[config.mk]
export PLATFORM = sky130hd
export DESIGN_NAME = uart_tx_frame
export DESIGN_NICKNAME = d
export VERILOG_FILES = /design/src/rtl/uart_tx_frame.sv
export SDC_FILE = /design/constraint.sdc
export NUM_CORES = 1
export LEC_CHECK = 0
export ABC_AREA = 1
export ABC_CLOCK_PERIOD_IN_PS = 2100
export BUFFER_PORTS_ARGS = -buffer_cell sky130_fd_sc_hd__buf_2
export CAP_MARGIN = 25
export CORE_MARGIN = 2
export CORE_UTILIZATION = 35
export CTS_CLUSTER_DIAMETER = 200
export DETAILED_ROUTE_END_ITERATION = 7
export MAX_ROUTING_LAYER = met4
export PLACE_DENSITY_LB_ADDON = 0.05
export SLEW_MARGIN = 20
export SYNTH_ARGS = -nofsm -noshare
export SYNTH_HDL_FRONTEND = slang
export SYNTH_SLANG_ARGS = --single-unit
export TNS_END_PERCENT = 50
[constraint.sdc]
create_clock -name CLK -period 2.1 [get_ports CLK]
set_input_delay 0.42 -clock CLK [delete_from_list [all_inputs] [get_ports CLK]]
set_output_delay 0.42 -clock CLK [all_outputs]
set_load 0.01 [all_outputs]
[src/rtl/uart_tx_frame.sv]
// uart_tx_frame: UART transmitter; one start bit, DATA_WIDTH data bits LSB first,
// optional parity, one stop bit, each held for Prescale clock cycles.
module uart_tx_frame #(
    parameter int DATA_WIDTH = 8
) (
    input  logic                  CLK,
    input  logic                  RST,
    input  logic [DATA_WIDTH-1:0] P_DATA,
    input  logic                  Data_Valid,
    input  logic                  Par_En,
    input  logic                  Par_Typ,
    input  logic [7:0]            Prescale,
    output logic                  TX_OUT,
    output logic                  Busy
);
    localparam int IW = (DATA_WIDTH > 1) ? $clog2(DATA_WIDTH) : 1;

    typedef enum logic [2:0] {IDLE, START, DATA, PARITY, STOP} state_t;

    state_t                state_q;
    logic [7:0]            cnt_q;
    logic [7:0]            ps_q;
    logic [IW-1:0]         idx_q;
    logic [DATA_WIDTH-1:0] data_q;
    logic                  par_en_q;
    logic                  par_q;
    logic                  tx_q;
    logic                  busy_q;
    logic                  bit_end_d;
    logic                  next_bit_d;

    assign bit_end_d  = cnt_q == ps_q - 8'd1;
    assign next_bit_d = data_q[idx_q + 1'b1];
    assign TX_OUT     = tx_q;
    assign Busy       = busy_q;

    // TX_OUT is registered alongside each state transition, so every bit value
    // appears on the same edge that enters its period.
    always_ff @(posedge CLK or negedge RST) begin
        if (!RST) begin
            state_q  <= IDLE;
            cnt_q    <= '0;
            ps_q     <= '0;
            idx_q    <= '0;
            data_q   <= '0;
            par_en_q <= 1'b0;
            par_q    <= 1'b0;
            tx_q     <= 1'b1;
            busy_q   <= 1'b0;
        end else begin
            cnt_q <= bit_end_d ? 8'd0 : cnt_q + 8'd1;
            case (state_q)
                IDLE: begin
                    cnt_q  <= '0;
                    idx_q  <= '0;
                    tx_q   <= 1'b1;
                    busy_q <= 1'b0;
                    if (Data_Valid) begin
                        data_q   <= P_DATA;
                        par_en_q <= Par_En;
                        par_q    <= ^P_DATA ^ Par_Typ;
                        ps_q     <= (Prescale == 8'd0) ? 8'd1 : Prescale;
                        state_q  <= START;
                        tx_q     <= 1'b0;
                        busy_q   <= 1'b1;
                    end
                end
                START: begin
                    if (bit_end_d) begin
                        state_q <= DATA;
                        idx_q   <= '0;
                        tx_q    <= data_q[0];
                    end
                end
                DATA: begin
                    if (bit_end_d) begin
                        if (idx_q == IW'(DATA_WIDTH - 1)) begin
                            state_q <= par_en_q ? PARITY : STOP;
                            tx_q    <= par_en_q ? par_q : 1'b1;
                        end else begin
                            idx_q <= idx_q + 1'b1;
                            tx_q  <= next_bit_d;
                        end
                    end
                end
                PARITY: begin
                    if (bit_end_d) begin
                        state_q <= STOP;
                        tx_q    <= 1'b1;
                    end
                end
                STOP: begin
                    if (bit_end_d) begin
                        state_q <= IDLE;
                        tx_q    <= 1'b1;
                        busy_q  <= 1'b0;
                    end
                end
                default: begin
                    state_q <= IDLE;
                    cnt_q   <= '0;
                    tx_q    <= 1'b1;
                    busy_q  <= 1'b0;
                end
            endcase
        end
    end
endmodule

==> flow_summary.yaml <==
layout:
  multi_input_area_um2: 987.2
  nNetsFinal: 313
  diodes: 0
  stdcell_count: 360
  fill_cells: 604
  drive_above_1_share: 0.1771
  area_delta_synth_final_pct: 13.54
  seq_area_um2: 852.1
  final_common_cell: "nand2_1"
  fin_area_um2: 2246
  final_cell_mix: "87 x nand2_1, 33 x dfrtp_1, 23 x inv_1"
place:
  place_hpwl_um: 3194
  portBuffers: 22
  place_area_um2: 2167
  place_inst: 353
  gp_congestion: 0.7900
setup_path:
  worstPathCellList: "inv_2 > ha_1 > xor2_1 > nand2_1 > nor2_1 > nand2_1 > nor2_2 > nand2_2 > nand2_4 > nand3_1 > nand2_1 > nand2_1"
  startpoint: "ps_q[0]"
  endpoint_kind: "register"
  arrival_ns: 2.01
  max_stage_delay_ns: 0.43
  critPathLaunchType: "register"
  cp_common_cell: "nand2_1"
  path_buf_inv: 1
  reg2reg_slack_ns: 0.26
  critical-path-top-delay-family: "simple AND/OR/NAND/NOR gates"
  cp_slowest_cell: "dfrtp_1"
  regToRegEndpoint: "state_q[1]"
  worstPathMaxFanout: 15
  criticalPathCategory: "reg2reg"
  rr_startpoint: "ps_q[0]"
  crit_required_ns: 2.27
  ff2ff_path_depth: 12
timing:
  slew_headroom: 0.6970
  rsz0062_at_grt: "no"
  finalMaxSlewViolations: 0
  finalCritPeriodShare: 0.8750
  tightestPinTransition_ns: 0.4545
  setup_viol: 0
  max_freq_mhz: 544.2
  finalClockSkew_ns: 0.009353
  hold_viol: 0
  layout_min_cycle_time_ns: 1.838
  fin_setup_tns_ns: 0
pwr:
  total_leakage_power_uw: 0.001136
  peakVddDrop_v: 0.0004706
  power_density_nw_per_um2: 1347
synthesis:
  ys.flop_type: "dfrtp_1"
  synth-edff-count: 0
  synth_nets: 286
  synth_area_um2: 1978
  yosysUniqueCellTypes: 32
  async_flop_share: 1.000
  synth_seq_area_share: 0.4307
  avgSynthCellArea_um2: 7.579
  synth_top_area_cell: "dfrtp_1"
  synth_top_area_frac: 0.4175
  synth_area_leaders: "dfrtp_1 42%, nand2_1 17%, o21ai_0 5.1%"
  yosys_warnings: 0
  ys_ff_latch: 34
  synthCells: 261
cts:
  post_cts_buffers: 0
  cts_hold_buffers: 0
  cts_root_buf: "clkbuf_8"
  cts-buffers-inserted: 5
  clkLatencyLatePin_ns: 0.29
  clk_pin_slew_ns: 0.07
  cts_resized: 0
  cts.path.max_buffers: 2
  cts_tree: "built"
  cts_sinks: 34
  h-tree-depth: 2
drt:
  dr.pass1.iters: 4
  vias: 1649
  wl_per_cell_um: 11.73
  post_drt_via_cell_ratio: 4.581
  ant_nets: 0
  wl_um: 4224
  drt_iter0_drc: 45
  drcViolationCount: 0
worst_hold_path:
  hold_path_class: "in2async"
floorplanning:
  ios: 23
  die-area_um2: 6269
  die_w_um: 79.18
  core_um2: 5473
  rows: 27
  die_h_um: 79.18
  initial_core_util: 0.3615
run_status:
  outcome: "complete, no violations"
global_route:
  grt_pass1_vias: 1584
  grt_max_degree: 35
  grt_pass1_wl_um: 7169
  grt_use_total: 0.1549
  antenna_found_initial: 0
  grt-ovfl-total: 0
run:
  cap_violations: 0
where the power goes:
group / leakage, uW / switching [uW] / internal [uW]
registers: 0.000435 / 215 / 907
logic: 0.000658 / 918 / 518
clock network: 0.0000438 / 245 / 223
total: 0.00114 / 1380 / 1650
sequential cells by signal, indices dropped and copies added, names as in the netlist:
register,cells
ps_q,8
cnt_q,8
TX_OUT,1
par_q,1
idx_q,3
data_q,8
state_q,3
par_en_q,1
Busy,1
kinds of logic after synthesis:
group	count (synthesis)	synth area share
XOR/XNOR	15	0.06641
AO/OA/AOI/OAI	34	0.09298
buffers and inverters	33	0.07020
adder cells (fa/ha/maj)	4	0.02530
AND/OR/NAND/NOR	141	0.3144
flip-flops	34	0.4307
through the flow:
| stage | util | hold WS [ns] | worst slack, ns | power [uW] |
|---|---|---|---|---|
| after global routing | 0.4104 | 0.1981 | 0.005713 | 3360 |
| final | 0.4104 | 0.1648 | 0.2624 | 3026 |
| after detailed placement | 0.3960 | 0.4573 | 0.2650 | 2596 |
| after floorplan | - | 0.1244 | 0.4514 | 2282 |
| after global placement | 0.3960 | 0.4544 | 0.2827 | 2603 |
| after CTS | 0.4104 | 0.1772 | 0.2504 | 3078 |
worst max path at each step:
stage,to,cells past startpoint,slack (ns)
after global routing,state_q[1],12,0.006
after global placement,state_q[1],12,0.28
final,state_q[1],12,0.26
after CTS,state_q[1],14,0.25
after detailed placement,state_q[1],14,0.26
after floorplan,state_q[1],12,0.45
Yosys cell counts, types with 2 or more instances:
master	count
a21oi_1	5
buf_2	3
dfrtp_1	33
ha_1	4
inv_1	23
inv_2	5
nand2_1	87
nand2_2	2
nand3_1	11
nand3b_1	2
nand4_1	3
nor2_1	21
nor2_2	6
nor3b_1	2
o211ai_1	2
o21ai_0	20
o21ai_1	4
xnor2_1	5
xor2_1	10
layout make-up:
cell class | count | area share
multi-input combinational | 194 | 0.4396
tap | 72 | 0.04011
clock inverter | 2 | 0.004457
inverter | 28 | 0.04680
clock buffer | 5 | 0.03064
sequential | 34 | 0.3794
timing repair buffer | 25 | 0.05905
routing by layer:
metal,GRT usage,part of all wire,up-vias
li1,-,-,882
met1,0.1726,0.46,739
met2,0.2746,0.50,21
met3,0.03409,0.028,7
met4,0.05172,0.014,0
met5,-,0,-
Power figures use the tool's default switching activity.
